## src/rtl/lesson_sequencer_if.sv

```systemverilog
// Lesson-mode bus: player inputs, song ROM port, prompt/tone outputs and scores.
// The sequencer uses the slave modport; the switch/ROM side uses master.
interface lesson_sequencer_if #(
    parameter int ADDR_W = 5
);
    logic              START;
    logic              BEAT;
    logic [7:0]        sw;
    logic [ADDR_W-1:0] rom_addr;
    logic [3:0]        rom_note;
    logic [3:0]        target_note;
    logic [7:0]        Led;
    logic [3:0]        tone_note;
    logic              tone_en;
    logic [7:0]        hits;
    logic [7:0]        misses;
    logic [7:0]        errors;
    logic              busy;
    logic              done;

    modport master (
        output START, BEAT, sw, rom_note,
        input  rom_addr, target_note, Led, tone_note, tone_en,
        input  hits, misses, errors, busy, done
    );

    modport slave (
        input  START, BEAT, sw, rom_note,
        output rom_addr, target_note, Led, tone_note, tone_en,
        output hits, misses, errors, busy, done
    );
endinterface

```

## src/rtl/lesson_sequencer.sv

```systemverilog
// Lesson-mode controller: walks the song ROM, prompts one note at a time,
// debounces the switch bank, gates the tone generator and keeps scores.
module lesson_sequencer #(
    parameter int ADDR_W          = 5,
    parameter int SONG_LEN        = 32,
    parameter int DEBOUNCE_CYCLES = 500000,
    parameter int TIMEOUT_BEATS   = 8
) (
    input  logic             CLK,
    input  logic             RESET_N,
    lesson_sequencer_if.slave bus
);
    localparam int DB_W = (DEBOUNCE_CYCLES > 1) ? $clog2(DEBOUNCE_CYCLES) : 1;
    localparam int BT_W = $clog2(TIMEOUT_BEATS + 1);
    localparam logic [DB_W-1:0]   DB_LAST   = DB_W'(DEBOUNCE_CYCLES - 1);
    localparam logic [BT_W-1:0]   BT_LIMIT  = BT_W'(TIMEOUT_BEATS);
    localparam logic [ADDR_W-1:0] ADDR_LAST = ADDR_W'(SONG_LEN - 1);

    typedef enum logic [2:0] {
        S_IDLE,
        S_FETCH,
        S_LOAD,
        S_PROMPT,
        S_HOLD,
        S_ADVANCE,
        S_DONE
    } state_t;

    state_t            r_state;
    logic [ADDR_W-1:0] r_rom_addr;
    logic [3:0]        r_target;
    logic [7:0]        r_led;
    logic [3:0]        r_tone_note;
    logic              r_tone_en;
    logic [7:0]        r_hits;
    logic [7:0]        r_misses;
    logic [7:0]        r_errors;
    logic              r_busy;
    logic              r_done;
    logic [BT_W-1:0]   r_beat_cnt;

    logic [3:0]        r_dec_note;
    logic [DB_W-1:0]   r_db_cnt;
    logic [3:0]        r_stable_note;
    logic              r_press;

    logic [3:0]        w_dec_note;
    logic [BT_W-1:0]   w_beats_next;
    logic              w_timeout;
    logic [7:0]        w_hint;

    function automatic logic [7:0] sat_inc(input logic [7:0] v);
        return (v == 8'hFF) ? v : v + 8'd1;
    endfunction

    // Ascending scan so the highest set switch overrides lower ones.
    always_comb begin
        w_dec_note = 4'd0;
        for (int i = 0; i < 8; i++) begin
            if (bus.sw[i]) begin
                w_dec_note = 4'(8 - i);
            end
        end
    end

    always_comb begin
        w_beats_next = r_beat_cnt;
        if (bus.BEAT && (r_beat_cnt != BT_LIMIT)) begin
            w_beats_next = r_beat_cnt + 1'b1;
        end
    end

    assign w_timeout = (w_beats_next == BT_LIMIT);
    assign w_hint    = ((bus.rom_note >= 4'd1) && (bus.rom_note <= 4'd8)) ?
                       (8'h01 << (4'd8 - bus.rom_note)) : 8'h00;

    // r_press is asserted in the same cycle r_stable_note shows the new note.
    always_ff @(posedge CLK or negedge RESET_N) begin
        if (!RESET_N) begin
            r_dec_note    <= 4'd0;
            r_db_cnt      <= '0;
            r_stable_note <= 4'd0;
            r_press       <= 1'b0;
        end else begin
            r_press <= 1'b0;
            if (w_dec_note != r_dec_note) begin
                r_dec_note <= w_dec_note;
                r_db_cnt   <= '0;
            end else if (r_db_cnt == DB_LAST) begin
                if (r_dec_note != r_stable_note) begin
                    r_stable_note <= r_dec_note;
                    r_press       <= (r_dec_note != 4'd0);
                end
            end else begin
                r_db_cnt <= r_db_cnt + 1'b1;
            end
        end
    end

    always_ff @(posedge CLK or negedge RESET_N) begin
        if (!RESET_N) begin
            r_state     <= S_IDLE;
            r_rom_addr  <= '0;
            r_target    <= 4'd0;
            r_led       <= 8'd0;
            r_tone_note <= 4'd0;
            r_tone_en   <= 1'b0;
            r_hits      <= 8'd0;
            r_misses    <= 8'd0;
            r_errors    <= 8'd0;
            r_busy      <= 1'b0;
            r_done      <= 1'b0;
            r_beat_cnt  <= '0;
        end else begin
            case (r_state)
                S_IDLE, S_DONE: begin
                    if (bus.START) begin
                        r_hits     <= 8'd0;
                        r_misses   <= 8'd0;
                        r_errors   <= 8'd0;
                        r_rom_addr <= '0;
                        r_busy     <= 1'b1;
                        r_done     <= 1'b0;
                        r_state    <= S_FETCH;
                    end
                end
                S_FETCH: begin
                    r_state <= S_LOAD;
                end
                S_LOAD: begin
                    if (bus.rom_note == 4'hF) begin
                        r_busy  <= 1'b0;
                        r_done  <= 1'b1;
                        r_state <= S_DONE;
                    end else if (bus.rom_note >= 4'd9) begin
                        r_state <= S_ADVANCE;
                    end else begin
                        r_target   <= bus.rom_note;
                        r_led      <= w_hint;
                        r_beat_cnt <= '0;
                        r_state    <= S_PROMPT;
                    end
                end
                S_PROMPT: begin
                    // A press in the timeout cycle takes priority over the miss.
                    if (r_press) begin
                        if (r_stable_note == r_target) begin
                            r_tone_note <= r_target;
                            r_tone_en   <= 1'b1;
                            r_state     <= S_HOLD;
                        end else begin
                            r_errors   <= sat_inc(r_errors);
                            r_beat_cnt <= w_beats_next;
                        end
                    end else if (w_timeout) begin
                        r_misses <= sat_inc(r_misses);
                        r_target <= 4'd0;
                        r_led    <= 8'd0;
                        r_state  <= S_ADVANCE;
                    end else begin
                        r_beat_cnt <= w_beats_next;
                    end
                end
                S_HOLD: begin
                    if (r_stable_note != r_target) begin
                        r_tone_en   <= 1'b0;
                        r_tone_note <= 4'd0;
                        r_hits      <= sat_inc(r_hits);
                        r_target    <= 4'd0;
                        r_led       <= 8'd0;
                        r_state     <= S_ADVANCE;
                    end
                end
                S_ADVANCE: begin
                    r_target <= 4'd0;
                    r_led    <= 8'd0;
                    if (r_rom_addr == ADDR_LAST) begin
                        r_busy  <= 1'b0;
                        r_done  <= 1'b1;
                        r_state <= S_DONE;
                    end else begin
                        r_rom_addr <= r_rom_addr + 1'b1;
                        r_state    <= S_FETCH;
                    end
                end
                default: begin
                    r_state <= S_IDLE;
                end
            endcase
        end
    end

    assign bus.rom_addr    = r_rom_addr;
    assign bus.target_note = r_target;
    assign bus.Led         = r_led;
    assign bus.tone_note   = r_tone_note;
    assign bus.tone_en     = r_tone_en;
    assign bus.hits        = r_hits;
    assign bus.misses      = r_misses;
    assign bus.errors      = r_errors;
    assign bus.busy        = r_busy;
    assign bus.done        = r_done;
endmodule

```

## src/flat_wrapper.sv

```systemverilog
// flat-port wrapper written by rule: the top's interface ports become plain ports
module lesson_sequencer_flat 
#(
    parameter int ADDR_W          = 5,
    parameter int SONG_LEN        = 32,
    parameter int DEBOUNCE_CYCLES = 500000,
    parameter int TIMEOUT_BEATS   = 8
)
  (CLK, RESET_N, bus_START, bus_BEAT, bus_sw, bus_rom_note, bus_rom_addr, bus_target_note, bus_Led, bus_tone_note, bus_tone_en, bus_hits, bus_misses, bus_errors, bus_busy, bus_done);
  lesson_sequencer_if #(.ADDR_W(ADDR_W)) bus_i ();
  input  logic CLK;
  input  logic RESET_N;
  input wire logic [$bits(bus_i.START)-1:0] bus_START;
  input wire logic [$bits(bus_i.BEAT)-1:0] bus_BEAT;
  input wire logic [$bits(bus_i.sw)-1:0] bus_sw;
  input wire logic [$bits(bus_i.rom_note)-1:0] bus_rom_note;
  output wire logic [$bits(bus_i.rom_addr)-1:0] bus_rom_addr;
  output wire logic [$bits(bus_i.target_note)-1:0] bus_target_note;
  output wire logic [$bits(bus_i.Led)-1:0] bus_Led;
  output wire logic [$bits(bus_i.tone_note)-1:0] bus_tone_note;
  output wire logic [$bits(bus_i.tone_en)-1:0] bus_tone_en;
  output wire logic [$bits(bus_i.hits)-1:0] bus_hits;
  output wire logic [$bits(bus_i.misses)-1:0] bus_misses;
  output wire logic [$bits(bus_i.errors)-1:0] bus_errors;
  output wire logic [$bits(bus_i.busy)-1:0] bus_busy;
  output wire logic [$bits(bus_i.done)-1:0] bus_done;
  assign bus_i.START = bus_START;
  assign bus_i.BEAT = bus_BEAT;
  assign bus_i.sw = bus_sw;
  assign bus_i.rom_note = bus_rom_note;
  assign bus_rom_addr = bus_i.rom_addr;
  assign bus_target_note = bus_i.target_note;
  assign bus_Led = bus_i.Led;
  assign bus_tone_note = bus_i.tone_note;
  assign bus_tone_en = bus_i.tone_en;
  assign bus_hits = bus_i.hits;
  assign bus_misses = bus_i.misses;
  assign bus_errors = bus_i.errors;
  assign bus_busy = bus_i.busy;
  assign bus_done = bus_i.done;
  lesson_sequencer #(.ADDR_W(ADDR_W), .SONG_LEN(SONG_LEN), .DEBOUNCE_CYCLES(DEBOUNCE_CYCLES), .TIMEOUT_BEATS(TIMEOUT_BEATS)) u_core (.CLK(CLK), .RESET_N(RESET_N), .bus(bus_i));
endmodule
```

## config.mk

```make
export PLATFORM = sky130hd
export DESIGN_NAME = lesson_sequencer_flat
export DESIGN_NICKNAME = d
export VERILOG_FILES = /design/src/rtl/lesson_sequencer_if.sv /design/src/rtl/lesson_sequencer.sv /design/src/flat_wrapper.sv
export SDC_FILE = /design/constraint.sdc
export NUM_CORES = 1
export LEC_CHECK = 0
export CAP_MARGIN = 5
export CELL_PAD_IN_SITES_DETAIL_PLACEMENT = 0
export CELL_PAD_IN_SITES_GLOBAL_PLACEMENT = 1
export CORE_MARGIN = 2
export CORE_UTILIZATION = 42
export CTS_CLUSTER_SIZE = 10
export DETAILED_ROUTE_END_ITERATION = 6
export GPL_TIMING_DRIVEN = 0
export PLACE_DENSITY_LB_ADDON = 0.25
export SLEW_MARGIN = 10
export SYNTH_ARGS = -nofsm -noshare
export SYNTH_HDL_FRONTEND = slang
export SYNTH_SLANG_ARGS = --single-unit
```

## constraint.sdc

```tcl
create_clock -name CLK -period 2.75 [get_ports CLK]
set_input_delay 0.55 -clock CLK [delete_from_list [all_inputs] [get_ports CLK]]
set_output_delay 0.55 -clock CLK [all_outputs]
set_load 0.005 [all_outputs]
```

Word-level counts from Yosys, hierarchy flattened --
Index checks and enable logic that the tools add are counted.
Operators by class: $add $sub $neg 7, magnitude comparators 3, eq/ne operators 38, shift-type cells 1, muxes and demuxes 72, bitwise operators 1, reduce and logical (&&, ||, !) cells 22
Operators by type and width (count):
- 2-to-1 mux 8 bit | 15
- 2-to-1 mux 4 bit | 21
- case mux 8 bit (2 select lines) | 3
- 2-to-1 mux 19 bit | 2
- case mux 8 bit (4 select lines) | 1
- adder 8 x 1 -> 8 bit (second input constant) | 3
- == test 8 bit (second input constant) | 3
- 2-to-1 mux 3 bit | 8
- adder 19 x 1 -> 19 bit (second input constant) | 1
- == test 19 bit (second input constant) | 1
- != test 2 bit (second input constant) | 9
- case mux 3 bit (6 select lines) | 1
- case mux 4 bit (2 select lines) | 2
- case mux 4 bit (4 select lines) | 1
- AND reduction 4 bit | 4
- AND reduction 5 bit | 3
- != test 2 x 1 -> 1 bit (second input constant) | 7
- 2-to-1 mux 1 bit | 12
- != test 4 bit | 3
- 2-to-1 mux 5 bit | 2
- case mux 5 bit (2 select lines) | 1
- nonzero test 2 bit | 5
- == test 3 bit (second input constant) | 3
- == test 4 bit (second input constant) | 2
- other kinds (25) | 31
Word-level totals: bits in registers 83, input bits 16

Depth between registers and ports, before layout --
depth after elaboration 11, mapped depth 8

Worst setup path after synthesis --
Ideal clock, no wire load.
path type input to register, start input port bus_rom_note[1], end register u_core.r_beat_cnt[2], setup time 0.126 ns, arrival 1.900 ns, required time 2.624 ns, path slack 0.724 ns, stages 7, path buffers 2, path through buf_2 > or3_1 > a21oi_2 > and2_1 > buf_2 > a21oi_1 > a221o_1
On the way: word-level cells in the longest chain between the ends 3, elaborated cells on any way between the ends 5, classes of those cells order compare (1); eq/ne (3); reduce/logical (1)
RTL lines:
- start, declared | RTL line flat_wrapper.sv:16 | input wire logic [$bits(bus_i.rom_note)-1:0] bus_rom_note;
- >= comparator 4 bit / == test 4 bit (equally long branches) | RTL line lesson_sequencer.sv:135, lesson_sequencer.sv:131
- != test 2 bit (no line)
- AND reduction 5 bit (no line) (*)
- end signal, assigned | RTL line lesson_sequencer.sv:153 | r_beat_cnt <= w_beats_next;
- end signal, assigned | RTL line lesson_sequencer.sv:161 | r_beat_cnt <= w_beats_next;
- end, declared | RTL line lesson_sequencer.sv:40 | logic [BT_W-1:0] r_beat_cnt;
Mark *: on every way between the ends. The rest lies on a longest branch, timed or not. A chain may end at the register's enable or synchronous reset.

Worst setup path in the final report --
start input port bus_BEAT, end register u_core.r_misses[3], in the netlist u_core.bus.misses[3]
On the way: word-level cells in the longest chain between the ends 5
RTL lines:
- start, declared | RTL line flat_wrapper.sv:14 | input wire logic [$bits(bus_i.BEAT)-1:0] bus_BEAT;
- logical AND 1 bit | RTL line lesson_sequencer.sv:68 | if (bus.BEAT && (r_beat_cnt != BT_LIMIT)) begin
- 2-to-1 mux 4 bit | RTL line lesson_sequencer.sv:68
- == test 4 bit | RTL line lesson_sequencer.sv:73 | assign w_timeout = (w_beats_next == BT_LIMIT);
- != test 2 x 1 -> 1 bit (no line)
- AND reduction 5 bit (no line)
- end signal, assigned | RTL line lesson_sequencer.sv:156 | r_misses <= sat_inc(r_misses);
- end, declared | RTL line lesson_sequencer.sv:36 | logic [7:0] r_misses;
No other way between the ends.

==> qor.csv <==
stage,metric,value,unit
job,Max Cap Viol,0,
placement,DP HPWL,7.516,mm
clock_tree,clock transition at the registers of the reported paths,0.09,ns
floorplan,# rows,37,
synthesis,Simple-Gate Fraction of Synth Area,25.03,%
power,static leakage power,2.199,nW
sta,"Period Utilization, post-route",87.26,%
synthesis,main combinational cell family by area after synthesis,simple AND/OR/NAND/NOR gates,
finish,Util after Layout,53.35,%
global_routing,first-pass GRT wire length,17.69,mm
route,Vias/cell,5.530,
route,via count,3799,
synthesis,area fraction in compound gates after synthesis,15.22,%
critical_path,Critical Path End Type,flip-flop,
floorplan,Starting Density,43.53,%
route,number of iterations in the first detailed-routing pass,4,
clock_tree,clk buf depth,2,
global_routing,Total GRT Usage,19.04,%
critical_path,CP arrival,2.62,ns
sta,RSZ-0062 raised after global routing,false,
global_routing,largest net degree at the start of global routing,53,
floorplan,DIE AREA,11590,um2
critical_path,CP startpoint kind,input pin,
floorplan,Die W,107.7,um
route,starting DRC count in detailed routing,202,
finish,"commonest non-fill, non-tap cell in the layout",dfrtp_1,
clock_tree,hold_buf cts,0,
placement,placed instance count,671,
clock_tree,H-tree depth,3,
placement,Placer Congestion,0.8524,
synthesis,post-synth cell types,60,
synthesis,mux share of post-synthesis cell area,3.686,%
critical_path,worst endpoint required time,2.97,ns
synthesis,Syn Inst Count,473,
finish,Ant. Diodes,0,
power,Comb pwr share,34.9,%
power,total power,3.908,mW
critical_path,worst-path fanout max,10,
synthesis,ys async rst share,100.0,%
sta,Worst Tran Pin Value,0.6786,ns
floorplan,I/O pins,64,
route,final wirelength,10.33,mm
clock_tree,Clock Sinks,83,
critical_path,crit-path cells,clkdlybuf4s50_1 -> a21boi_0 -> a311oi_2 -> o2111ai_2 -> clkbuf_1 -> o211ai_1 -> o31ai_1,
finish,# nets final,570,
synthesis,Syn Nets,497,
finish,fin cells,687,
sta,fmax,0.4167,GHz
global_routing,initial antenna violation count,0,
clock_tree,clock latency on the worst-skew pair,0.35,ns
route,average wire per standard cell,15.04,um
clock_tree,Root Buffer,clkbuf_8,
power,pwr dens,706.4,nW/um2
finish,area of the multi-input gates,2311,um2
synthesis,Ys Warns,0,
global_routing,Overflow after GRT,0,
critical_path,Setup CP Type,input pin to flip-flop,
clock_tree,setup bufs post-CTS,0,
synthesis,synthesized flop and latch total,83,
synthesis,dominant synthesized flop cell,dfrtp_1,
floorplan,chip height,107.7,um
global_routing,vias in the first global route,3711,
synthesis,netlist area before placement,4514,um2
route,remaining routing DRC violations,0,
finish,fill count,994,
power,Pint,2.494,mW
route,post-route ant nets,0,
floorplan,Core ar.,10370,um2
power,net switching share of the total power,36.19,%
sta,final setup vio count,0,
clock_tree,CTS Buf Count,9,
placement,PortBufs,61,
synthesis,Synth Area in XOR/XNOR,5.044,%
power,Clock power frac,23.9,%
critical_path,reg2reg setup slack,0.48,ns
synthesis,post-synthesis sequential area ratio,46.01,%
power,Sw Pwr,1.414,mW
hold_path,HP Class,input pin to asynchronous set/reset pin,
finish,most frequent cells in the layout,"dfrtp_1 (83), clkdlybuf4s50_1 (60), nand2_1 (45)",
sta,Fin. Hold Viols,0,
critical_path,Crit-path slowest cell,clkdlybuf4s50_1,
power,register share of total power,41.3,%
sta,Final Skew,0.01083,ns
sta,Final Max Tran Viols,0,
synthesis,syn_area_per_cell,9.544,um2
finish,register area,2077,um2
critical_path,CP max stage delay,0.61,ns
finish,layout cells sized above 1,8.348,%
synthesis,Post-Synth Adder-Cell Area,2.217,%
critical_path,Critical path buffers and inverters,2,
power,peak supply drop,400.7,uV
status,outcome,"complete, no violations",
clock_tree,CTS tree,done,
finish,Area Growth Syn to Fin,22.56,%
synthesis,"EDFF count, synth",0,
clock_tree,post_cts resized,0,
critical_path,family with the most delay on the worst path,compound AO/OA/AOI/OAI gates,
sta,fin crit period,2.400,ns
sta,Slew headroom,54.12,%
## sequential cells by signal, indices dropped and copies added (netlist names), 5 cells and up
name                 flops
u_core.bus.hits          8
u_core.bus.rom_addr      5
u_core.bus.misses        8
u_core.bus.errors        8
u_core.bus.Led           8
u_core.r_db_cnt         19
## cells in the mapped netlist, types with 11 or more instances
library cell,count,share of area (%)
xor2_1,13,2.5
nand3_1,25,2.8
xnor2_1,13,2.5
nand4_1,17,2.4
a21oi_1,21,2.3
nand2_1,45,3.7
o21ai_0,30,3.3
nor3_1,13,1.4
dfrtp_1,83,46
nor2_1,34,2.8
nand2b_1,11,1.5
mux2i_1,11,2.4
## final timing paths
check	from	endpoint	depth (start not counted)
worst min-delay path	RESET_N	u_core.bus.errors[4]	1
worst max register to register	u_core.r_beat_cnt[1]	u_core.bus.misses[3]	8
worst min register to register	u_core.bus.misses[7]	u_core.bus.misses[7]	1
min in group CLK	u_core.bus.misses[7]	u_core.bus.misses[7]	1
worst max-delay path	bus_BEAT	u_core.bus.misses[3]	7
max in group asynchronous	RESET_N	u_core.r_db_cnt[16]	2
## cell families (layout without fill, tap and decap cells)
family / Yosys count / in the layout
flip-flops: 83 / 83
multiplexers: 16 / 16
buffers and inverters: 29 / 107
adder cells (fa/ha/maj): 8 / 8
AO/OA/AOI/OAI: 100 / 100
AND/OR/NAND/NOR: 211 / 211
XOR/XNOR: 26 / 26
## cell type report
type | count | share of cell area, %
multi-input cells | 361 | 41.77
flip-flops and latches | 83 | 37.54
repair buffers | 62 | 11.49
well taps | 136 | 3.076
clock buffers | 11 | 2.736
plain buffers | 19 | 1.606
clock inverters | 5 | 1.108
inverters | 10 | 0.6784
## per-layer routing
metal  track usage (%)  up-vias  share of wire, %
met5                 0        -                 0
met4             5.220        0              0.69
met3             5.085        6               3.8
met2             31.22       67                48
met1             24.86     1838                47
li1                  -     1888                 -
## through the flow
stage / hold slack [ns] / setup WS, ns / TNS [ns] / cell area (um2)
final: 0.1315 / 0.3502 / 0 / 5533
after global routing: 0.1391 / 0.1879 / 0 / 5533
after CTS: 0.1416 / 0.3823 / 0 / 5533
after detailed placement: 0.4891 / 0.001863 / 0 / 5320
after global placement: 0.4870 / -2.044 / -169.18 / 5295
after floorplan: 0.2544 / 0.7236 / 0 / 4514
## worst reg2reg max path, stage by stage (launching register included)
cell,delay [ns]
dfrtp_1,0.43
inv_1,0.12
ha_1,0.18
nand3b_1,0.12
a211oi_1,0.37
o2111ai_2,0.29
clkbuf_1,0.32
o211ai_1,0.23
o31ai_1,0.09
## power groups by stage
stage                     logic (mW)  clock network, mW  registers (mW)
after floorplan                0.816                  0            1.59
after global placement          1.35                  0            1.63
after detailed placement        1.37                  0            1.64
after CTS                       1.38              0.962            1.61
after global routing            1.53               1.02            1.65
final                           1.36              0.932            1.61
No activity file was read; power rests on OpenSTA's default activity.
